$ cat src/rtl/i2c_slave_monitor_apb.sv
// i2c_slave_monitor_apb
//   Instrumented I2C slave used to exercise an external I2C master. It
//   decodes START/STOP, ACKs its own address and the bytes written to it,
//   and returns an incrementing byte stream on reads. Bus activity and data
//   checksums are counted into byte registers readable over APB2.
// Ports:
//   clk, rst            system clock, asynchronous active-low reset
//   logical_in          pin levels: [0] SDA, [1] SCL
//   val, drive          open-drain pin control: val is always 0, drive[0]
//                       pulls SDA low, no other bit is ever asserted
//   PADDR..PRDATA       APB2 slave port, zero wait states, combinational read
module i2c_slave_monitor_apb #(
    parameter int IO_LOGICAL = 8,
    parameter int ADDR_BITS  = 12,
    parameter int DATA_BITS  = 8
) (
    input  logic                  clk,
    input  logic                  rst,
    input  logic [IO_LOGICAL-1:0] logical_in,
    output logic [IO_LOGICAL-1:0] val,
    output logic [IO_LOGICAL-1:0] drive,
    input  logic [ADDR_BITS-1:0]  PADDR,
    input  logic                  PSEL,
    input  logic                  PENABLE,
    input  logic                  PWRITE,
    input  logic [DATA_BITS-1:0]  PWDATA,
    output logic [DATA_BITS-1:0]  PRDATA
);
    typedef enum logic [2:0] {
        S_IDLE = 3'd0, S_ADDR = 3'd1, S_ADDR_ACK = 3'd2, S_WR = 3'd3,
        S_WR_ACK = 3'd4, S_RD = 3'd5, S_RD_ACK = 3'd6
    } state_t;

    // Synchronizer chains: [0] metastable stage, [1] synced level, [2] previous level.
    logic [2:0] sda_sync_q, scl_sync_q;
    logic sda_s, scl_s, sda_rise, sda_fall, scl_rise, scl_fall, start_det, stop_det;

    state_t           state_q, state_d;
    logic [3:0]       bit_cnt_q, bit_cnt_d;
    logic [7:0]       shift_q, shift_d, tx_q, tx_d, shift_in;
    logic             sda_oe_q, sda_oe_d, hold_q, hold_d;
    logic [7:0]       starts_q, starts_d, stops_q, stops_d, matches_q, matches_d, nfs_q, nfs_d;
    logic [15:0]      acks_q, acks_d, nacks_q, nacks_d, transfers_q, transfers_d;
    logic [15:0]      num_writes_q, num_writes_d, num_reads_q, num_reads_d, dev_addr_q, dev_addr_d;
    logic [31:0]      to_cs_q, to_cs_d, from_cs_q, from_cs_d;
    logic [3:0][7:0]  prev_q, prev_d;   // [0] = newest byte written to the slave
    logic             test_mode_q, test_mode_d;
    logic             reg_hit, apb_wr;
    logic [7:0]       rd_byte;
    logic             unused_pins;

    assign unused_pins = ^{logical_in[IO_LOGICAL-1:2], PWDATA};

    // The bus idles high, so the chains reset to 1: releasing reset on an idle
    // bus must not look like a rising edge (which would read as a STOP).
    always_ff @(posedge clk or negedge rst) begin
        if (!rst) begin
            sda_sync_q <= '1;
            scl_sync_q <= '1;
        end else begin
            // NOTE: clocked state uses <= so every flop samples pre-edge values.
            sda_sync_q <= {sda_sync_q[1:0], logical_in[0]};
            scl_sync_q <= {scl_sync_q[1:0], logical_in[1]};
        end
    end

    assign sda_s     = sda_sync_q[1];
    assign scl_s     = scl_sync_q[1];
    assign sda_rise  = sda_s & ~sda_sync_q[2];
    assign sda_fall  = ~sda_s & sda_sync_q[2];
    assign scl_rise  = scl_s & ~scl_sync_q[2];
    assign scl_fall  = ~scl_s & scl_sync_q[2];
    assign start_det = sda_fall & scl_s;
    assign stop_det  = sda_rise & scl_s;
    assign shift_in  = {shift_q[6:0], sda_s};
    assign reg_hit   = (PADDR[ADDR_BITS-1:5] == '0);
    assign apb_wr    = PSEL & PENABLE & PWRITE & reg_hit;

    always_comb begin
        // NOTE: every output of this block gets a default first so no latch is inferred.
        state_d = state_q;   bit_cnt_d = bit_cnt_q;     shift_d = shift_q;   tx_d = tx_q;
        sda_oe_d = sda_oe_q; hold_d = hold_q;           starts_d = starts_q; stops_d = stops_q;
        acks_d = acks_q;     nacks_d = nacks_q;         transfers_d = transfers_q;
        to_cs_d = to_cs_q;   from_cs_d = from_cs_q;     matches_d = matches_q;
        num_writes_d = num_writes_q; num_reads_d = num_reads_q; prev_d = prev_q;
        dev_addr_d = dev_addr_q; test_mode_d = test_mode_q; nfs_d = nfs_q;

        // Statistics are frozen while the bus is being held (test_mode = 0).
        if (stop_det) begin
            state_d  = S_IDLE;
            sda_oe_d = 1'b0;
            hold_d   = 1'b0;
            if (test_mode_q) stops_d = stops_q + 8'd1;
        end else if (start_det) begin
            state_d   = S_ADDR;
            bit_cnt_d = '0;
            sda_oe_d  = 1'b0;
            hold_d    = 1'b1;
            if (test_mode_q) starts_d = starts_q + 8'd1;
        end else begin
            case (state_q)
                S_ADDR: begin
                    if (scl_rise && bit_cnt_q != 4'd8) begin
                        shift_d   = shift_in;
                        bit_cnt_d = bit_cnt_q + 4'd1;
                        if (bit_cnt_q == 4'd7 && test_mode_q) transfers_d = transfers_q + 16'd1;
                    end else if (scl_fall && bit_cnt_q == 4'd8) begin
                        if ({shift_q[7:1], 1'b0} == dev_addr_q[7:0]) begin
                            state_d  = S_ADDR_ACK;
                            sda_oe_d = 1'b1;
                            if (test_mode_q) begin
                                matches_d = matches_q + 8'd1;
                                acks_d    = acks_q + 16'd1;
                            end
                        end else begin
                            state_d = S_IDLE;
                            if (test_mode_q) nacks_d = nacks_q + 16'd1;
                        end
                    end
                end
                // ACK states are entered on an SCL fall, so the next fall seen
                // is the one that closes the ACK clock.
                S_ADDR_ACK: begin
                    if (scl_fall) begin
                        bit_cnt_d = '0;
                        if (shift_q[0]) begin
                            state_d  = S_RD;
                            tx_d     = nfs_q;
                            sda_oe_d = ~nfs_q[7];
                        end else begin
                            state_d  = S_WR;
                            sda_oe_d = 1'b0;
                        end
                    end
                end
                S_WR: begin
                    if (scl_rise && bit_cnt_q != 4'd8) begin
                        shift_d   = shift_in;
                        bit_cnt_d = bit_cnt_q + 4'd1;
                        if (bit_cnt_q == 4'd7 && test_mode_q) begin
                            transfers_d  = transfers_q + 16'd1;
                            num_writes_d = num_writes_q + 16'd1;
                            to_cs_d      = to_cs_q + {24'd0, shift_in};
                            prev_d       = {prev_q[2:0], shift_in};
                        end
                    end else if (scl_fall && bit_cnt_q == 4'd8) begin
                        state_d  = S_WR_ACK;
                        sda_oe_d = 1'b1;
                        if (test_mode_q) acks_d = acks_q + 16'd1;
                    end
                end
                S_WR_ACK: begin
                    if (scl_fall) begin
                        state_d   = S_WR;
                        bit_cnt_d = '0;
                        sda_oe_d  = 1'b0;
                    end
                end
                S_RD: begin
                    if (scl_rise && bit_cnt_q != 4'd8) begin
                        bit_cnt_d = bit_cnt_q + 4'd1;
                        if (bit_cnt_q == 4'd7 && test_mode_q) begin
                            transfers_d = transfers_q + 16'd1;
                            num_reads_d = num_reads_q + 16'd1;
                            from_cs_d   = from_cs_q + {24'd0, tx_q};
                            nfs_d       = nfs_q + 8'd1;
                        end
                    end else if (scl_fall) begin
                        if (bit_cnt_q == 4'd8) begin
                            state_d  = S_RD_ACK;
                            sda_oe_d = 1'b0;
                        end else begin
                            // After k bits the next one out is bit 7-k, i.e. ~k in 3 bits.
                            sda_oe_d = ~tx_q[~bit_cnt_q[2:0]];
                        end
                    end
                end
                S_RD_ACK: begin
                    if (scl_rise) begin
                        if (sda_s) begin
                            state_d = S_IDLE;
                            if (test_mode_q) nacks_d = nacks_q + 16'd1;
                        end else if (test_mode_q) begin
                            acks_d = acks_q + 16'd1;
                        end
                    end else if (scl_fall) begin
                        state_d   = S_RD;
                        bit_cnt_d = '0;
                        tx_d      = nfs_q;
                        sda_oe_d  = ~nfs_q[7];
                    end
                end
                default: ;
            endcase
        end

        // Applied last so an APB write overrides a same-cycle bus update.
        if (apb_wr) begin
            case (PADDR[4:0])
                5'd14:   dev_addr_d[7:0]  = PWDATA[7:0];
                5'd15:   dev_addr_d[15:8] = PWDATA[7:0];
                5'd16:   test_mode_d      = PWDATA[0];
                5'd21:   nfs_d            = PWDATA[7:0];
                default: ;
            endcase
        end
    end

    always_ff @(posedge clk or negedge rst) begin
        if (!rst) begin
            state_q <= S_IDLE;  bit_cnt_q <= '0;  shift_q <= '0;  tx_q <= '0;
            sda_oe_q <= 1'b0;   hold_q <= 1'b0;   starts_q <= '0; stops_q <= '0;
            acks_q <= '0;       nacks_q <= '0;    transfers_q <= '0;
            to_cs_q <= '0;      from_cs_q <= '0;  matches_q <= '0;
            num_writes_q <= '0; num_reads_q <= '0; prev_q <= '0;
            dev_addr_q <= 16'h0098; test_mode_q <= 1'b1; nfs_q <= '0;
        end else begin
            state_q <= state_d;   bit_cnt_q <= bit_cnt_d; shift_q <= shift_d; tx_q <= tx_d;
            sda_oe_q <= sda_oe_d; hold_q <= hold_d;       starts_q <= starts_d; stops_q <= stops_d;
            acks_q <= acks_d;     nacks_q <= nacks_d;     transfers_q <= transfers_d;
            to_cs_q <= to_cs_d;   from_cs_q <= from_cs_d; matches_q <= matches_d;
            num_writes_q <= num_writes_d; num_reads_q <= num_reads_d; prev_q <= prev_d;
            dev_addr_q <= dev_addr_d; test_mode_q <= test_mode_d; nfs_q <= nfs_d;
        end
    end

    // Bus-hold mode pulls SDA low for the whole START..STOP window.
    always_comb begin
        drive    = '0;
        drive[0] = test_mode_q ? sda_oe_q : hold_q;
    end
    assign val = '0;

    always_comb begin
        rd_byte = '0;
        if (reg_hit) begin
            case (PADDR[4:0])
                5'd0:  rd_byte = starts_q;
                5'd1:  rd_byte = stops_q;
                5'd2:  rd_byte = acks_q[7:0];
                5'd3:  rd_byte = acks_q[15:8];
                5'd4:  rd_byte = nacks_q[7:0];
                5'd5:  rd_byte = nacks_q[15:8];
                5'd6:  rd_byte = transfers_q[7:0];
                5'd7:  rd_byte = transfers_q[15:8];
                5'd8:  rd_byte = to_cs_q[7:0];
                5'd9:  rd_byte = to_cs_q[15:8];
                5'd10: rd_byte = to_cs_q[23:16];
                5'd11: rd_byte = to_cs_q[31:24];
                5'd12: rd_byte = {5'd0, state_q};
                5'd13: rd_byte = matches_q;
                5'd14: rd_byte = dev_addr_q[7:0];
                5'd15: rd_byte = dev_addr_q[15:8];
                5'd16: rd_byte = {7'd0, test_mode_q};
                5'd17: rd_byte = prev_q[3];
                5'd18: rd_byte = prev_q[2];
                5'd19: rd_byte = prev_q[1];
                5'd20: rd_byte = prev_q[0];
                5'd21: rd_byte = nfs_q;
                5'd22: rd_byte = num_writes_q[7:0];
                5'd23: rd_byte = num_writes_q[15:8];
                5'd24: rd_byte = num_reads_q[7:0];
                5'd25: rd_byte = num_reads_q[15:8];
                5'd26: rd_byte = from_cs_q[7:0];
                5'd27: rd_byte = from_cs_q[15:8];
                5'd28: rd_byte = from_cs_q[23:16];
                5'd29: rd_byte = from_cs_q[31:24];
                default: rd_byte = '0;
            endcase
        end
    end
    assign PRDATA = DATA_BITS'(rd_byte);

endmodule

$ cat config.mk
export PLATFORM = sky130hd
export DESIGN_NAME = i2c_slave_monitor_apb
export DESIGN_NICKNAME = d
export VERILOG_FILES = /design/src/rtl/i2c_slave_monitor_apb.sv
export SDC_FILE = /design/constraint.sdc
export NUM_CORES = 1
export LEC_CHECK = 0
export CORE_MARGIN = 5
export CORE_UTILIZATION = 50
export CTS_BUF_LIST = sky130_fd_sc_hd__clkbuf_16
export CTS_CLUSTER_SIZE = 16
export DETAILED_ROUTE_END_ITERATION = 10
export PLACE_DENSITY = 0.78
export SETUP_SLACK_MARGIN = 0.05
export SYNTH_ARGS = -nofsm -noshare
export SYNTH_HDL_FRONTEND = slang
export SYNTH_SLANG_ARGS = --single-unit
$ cat constraint.sdc
create_clock -name clk -period 4.3 [get_ports clk]
set_input_delay 0.86 -clock clk [delete_from_list [all_inputs] [get_ports clk]]
set_output_delay 0.86 -clock clk [all_outputs]
set_load 0.02 [all_outputs]
* Yosys cells after proc, flatten, opt, wreduce, memory -nomap -nowiden *
Cells that the tools add are included.
Widths: inputs -> output; s select.

word-level totals
  register bits = 256
  word-level logic and storage cells = 229

operators by class
  add/subtract/negate cells = 12
  order comparisons = 1
  eq/ne operators = 68
  mux-type cells = 73
  bitwise logic cells = 19
  reductions and logical operators = 30

operators by type and width
  operator               count
  $pmux 8 s30            1
  $mux 16                14
  $mux 8                 12
  $add 16x1->16 const B  5
  $eq 5x5->1 const B     14
  $add 32x8->32          2
  $ne 4x4->1 const B     13
  $pmux 16 s3            1
  $mux 3                 15
  $eq 5x4->1 const B     8
  $add 8x1->8 const B    4
  $pmux 16 s2            1
  $ne 2x2->1 const B     13
  $reduce_and 12->1      2
  $eq 5x3->1 const B     4
  $mux 1                 19
  $pmux 3 s6             1
  $mux 4                 4
  $pmux 8 s2             1
  $reduce_and 5->1       3
  $reduce_and 7->1       2
  $pmux 4 s3             1
  $eq 5x2->1 const B     2
  $ne 5x5->1 const B     2
  other kinds (31)       59

* Logic depth before layout (Yosys ltp) *
  depth after elaboration = 10
  depth in mapped cells = 9
  depth with buffers taken out = 8

* Least setup slack after synthesis *
OpenSTA, ideal clock, no wires.

  path kind = input to output
  start = input PADDR[1]
  end = output PRDATA[5]
  arrival time = 2.464 ns
  data required time = 3.440 ns
  setup slack = 0.976 ns
  cell stages on the path = 8
  buffers on the path = 4
  cells stage by stage = clkbuf_1 > buf_2 > buf_1 > clkbuf_1 > nand3_1 > nand4_1 > nor3_1 > a41oi_1

on the way
  word-level cells in the longest chain between the ends = 3
  elaborated cells between the ends (all ways) = 32
  classes of those cells = 29 x eq/ne; 2 x mux; 1 x reduce/logical

ends and longest elaborated chain
  item                                      RTL line  source
  start, declared                           22        input logic [ADDR_BITS-1:0] PADDR,
  $eq 5x5->1, or another cell as far along  237       case (PADDR[4:0])
  $pmux 8 s30 (*)                           237
  $mux 8 (*)                                236       if (reg_hit) begin
  end, declared                             27        output logic [DATA_BITS-1:0] PRDATA

Every way passes the cells marked *; elsewhere a longest branch is shown, timed or not.

* Final worst setup path *
  start = input PADDR[2]
  end = output PRDATA[5]

The elaborated chain is that of the path after synthesis.

==> results by group <==
Outcome
  – Status: completed

Timing
  – Setup repair after global routing missed its margin: false
  – Achievable clock frequency: 237 MHz
  – Minimum period implied by the final worst setup slack: 4210 ps
  – Clock tree skew after final layout: 45.4 ps
  – Least-Margin Pin Slew: 1050 ps
  – Final count of pins violating max slew: 0
  – Hold Worst Slack: 284 ps
  – Final number of setup-violating endpoints: 0
  – Fin. Hold Viols: 0
  – Relative slew slack: a little under a third
  – Final period util: a little over nine tenths

Cells and area
  – Filler cell count: 2416
  – Utilization after layout: 59.2%
  – Area growth from synthesis to layout: 16.5%
  – NumNets Final: 1656
  – Layout cell share with drive strength beyond 1: about 17%
  – Non-filler instance count after layout: 1999

Routing
  – DR WL/cell: 24.5 µm
  – Starting DRC count in detailed routing: about 1500
  – Final wirelength: between 40000 and 50000 µm
  – Routed Antenna Nets: 0
  – Detailed-routing iteration count for the pre-antenna-repair pass: 6
  – Total DRC errors in the routed layout: 0
  – Via-per-instance ratio: 6.33
  – Total via count after detailed routing: 12700

Clocking
  – Hold buffers post-CTS: 0
  – Clock latency on the worst-skew pair: 580 ps
  – Total clock buffers created by CTS: 28
  – Number of setup buffers added after CTS: 0
  – CTS H-tree lvls: 1
  – Max Buffers Root-to-Sink: 3
  – Clk sink count: between 200 and 300
  – CTS tree: done
  – Clock root buffer: clkbuf_16
  – Clock transition at the registers of the reported paths: 60 ps

GRT
  – Wire length of the first global-routing pass: 75300 µm
  – GR Overflow Total: 0
  – Global-route usage over all layers: 29.4%
  – Via count of the first global-routing pass: 12300
  – Maximum number of pins on one net before global-route repair: 85
  – Number of antenna violations at the first check in global routing: 1

Worst setup path
  – Critical path cell sequence: clkdlybuf4s50_1 > buf_12 > and3b_1 > and2_1 > buf_4 > a22o_1 > nor3_1 > a41oi_1 > dlygate4sd2_1
  – Path depth of the worst reg2reg path: 6
  – CP startpoint kind: input pin
  – Crit path largest cell delay: 510 ps
  – Arrival time at the worst endpoint: 3350 ps
  – Critical setup path kind: in2out
  – CP Data Required Time: 3440 ps
  – R2R setup slack: 1020 ps
  – Library cell contributing the largest single delay on the critical path: clkdlybuf4s50_1
  – Bufs and invs on worst path: 4
  – Reg2Reg Capture Point: to_cs_q[22]$_DFFE_PN0P_
  – Endpoint kind of the worst setup timing path: output pin
  – Family of cells with the greatest summed delay on the critical path: buffers and inverters
  – Startpoint of the worst-slack reg-to-reg timing path: scl_sync_q[1]$_DFF_PN1_
  – Crit Path Max Fanout: 16

Min path
  – Tightest Hold Check Type: in2async

Pwr
  – Switching power as a share of total power: between 20% and 30%
  – Share of total power in sequential cells: 45.2%
  – Power share of the combinational group: 17.0%
  – NetSw: between 1500 and 2000 µW
  – Clock power share: 37.8%
  – Internal power consumption: approximately 4300 µW
  – Reported leakage power: a little under 0.008 µW
  – Pwr dens: ~360 nW/µm²
  – Maximum vdd ir drop: 0.356 mV
  – Overall power after layout: about 6200 µW

Floorplan
  – Initial cell density of the core: roughly half
  – Number of standard-cell rows in the floorplan: 62
  – Number of placed I/O pins: 57
  – Total core area: approximately 29000 µm²
  – Floorplan die area: 32700 µm²
  – Die extent in x: 181 µm
  – Y dimension of the die: 181 µm

Placement
  – Number of port buffers: 35
  – Final GP Congestion: ~1.1
  – Detailed Place HPWL: 37100 µm
  – Placed insts: 1946

Logic synthesis
  – Cells after Synth: 1478
  – Part of the Yosys area used for sequential elements: 43.9%
  – Count of flip-flops with a built-in enable after synthesis: 0
  – Flip-flop and latch count after synthesis: 256
  – Yosys warns: 0
  – Async set or reset register ratio after synthesis: 100%
  – Post-Synthesis Cell Area: around 15000 µm²
  – Count of different cell masters after synthesis: 86
  – Main flop type after synthesis: dfrtp_1
  – Average instance area after synthesis: between 9 and 10 µm²

Job
  – Max cap viols: 0
-- sequential cells by signal, summed over array words and instances, names as in the netlist, 3 cells and up --
| register | count |
|---|---|
| acks_q | 16 |
| bit_cnt_q | 4 |
| dev_addr_q | 16 |
| from_cs_q | 32 |
| matches_q | 8 |
| nacks_q | 16 |
| nfs_q | 8 |
| num_reads_q | 16 |
| num_writes_q | 16 |
| prev_q | 32 |
| scl_sync_q | 3 |
| sda_sync_q | 3 |
| shift_q | 8 |
| starts_q | 8 |
| state_q | 3 |
| stops_q | 8 |
| to_cs_q | 32 |
| transfers_q | 16 |
| tx_q | 8 |
-- synthesized netlist by cell type, types with 21 or more instances --
library cell    n  area share, %
nor2_1         52            1.3
mux2_2         51            3.9
xor2_1         58            3.5
nand4_1        43            1.8
nand2_1       200            5.1
o211ai_1       28            1.4
inv_1          25           0.64
dfrtp_1       246             42
clkbuf_1       33           0.85
o21ai_0        41            1.4
buf_2          33            1.1
nor3_1         37            1.3
ha_1           29            2.5
nand3_1        90            3.1
and4_1         21            1.3
and3_1         44            1.9
xnor2_1       109            6.5
-- how the worst max path moves through the flow --
stage / from / to / slack, ps / cells after the start
after global routing: PADDR[2] / PRDATA[7] / 60 / 10
final: PADDR[2] / PRDATA[5] / 90 / 9
after global placement: PADDR[1] / PRDATA[4] / -360 / 9
after floorplan: PADDR[1] / PRDATA[5] / 980 / 8
after detailed placement: PADDR[1] / PRDATA[4] / -340 / 9
after CTS: PADDR[3] / PRDATA[6] / 110 / 9
-- cells by family after synthesis --
kind of cell    count (synthesis)  share of synthesized area (%)
mux                            68                           5.27
other cells                     1                         0.0257
xor+xnor                      168                           10.2
buf+inv                       118                           3.81
compound gates                242                           12.6
flops                         256                           43.9
simple gates                  594                           21.4
fa+ha+maj                      31                           2.76
-- repair_timing --
item | 4_1_cts | 5_1_grt
pin swaps | 0 | 0
endpoints found under the hold margin | 0 | 0
endpoints found under the setup margin | 8 | 3
resized for setup | 14 | 3
-- power groups by stage --
stage               Clock [µW]  Combinational (µW)  Sequential (µW)
floorplan                    0                 695             2730
global placement             0                 994             2810
detailed placement           0                1030             2820
CTS                       2360                1040             2780
global route              2470                1150             2810
finish                    2330                1050             2790
-- through the flow --
step	cell area (µm²)	setup slack (ps)	TNS, ps
2_1_floorplan	14700	976	0
5_1_grt	17000	63.6	0
4_1_cts	17000	107	0
3_3_place_gp	16100	-362	-1470
6_report	17000	87.5	0
3_5_place_dp	16100	-343	-1360
-- area by class of cell --
class | instances | area, µm² | share of cell area [%]
antenna | 1 | 2.50 | 0.0147
tap | 384 | 480 | 2.82
clock inverter | 24 | 191 | 1.12
multi-input combinational | 1118 | 7750 | 45.5
clock buffer | 28 | 701 | 4.12
sequential | 256 | 6420 | 37.7
timing repair buffer | 162 | 1390 | 8.14
inverter | 26 | 97.6 | 0.573
-- placed cells by master (no fill, tap or decap), drive strengths merged, types with 10 or more instances in the layout --
cell type      count
nand3             91
a31oi             15
a22oi             11
and3              44
nor3              40
ha                29
clkdlybuf4s50     25
nand4             44
and2              12
dfrtp            246
nor4              18
a211oi            10
clkbuf            28
mux2i             15
nor2              54
inv               36
a32oi             19
dfstp             10
o21ai             43
nand2b            10
nor2b             16
nand2            200
a21oi             19
a32o              13
o2111ai           18
nor3b             11
buf              128
mux2              51
o211ai            28
xor2              59
xnor2            109
and4              21
clkinv            10
conb              15
-- metal layers --
metal / up-vias / share of wire, % / GRT usage [%]
met4: 0 / 5.5 / 12.2
met3: 159 / 8.1 / 4.99
met5: - / 0 / 0
li1: 5599 / - / -
met1: 6300 / 42 / 41.0
met2: 595 / 45 / 45.6
-- worst register-to-register path: stages (launching register included) --
cell and delay (ps):
dfstp_2 710, ha_1 490, nand4b_4 260, a211o_2 450, nor4_2 830, o2111ai_1 270
xnor2_1 190
Note: power is estimated with default switching activity, not from simulation.
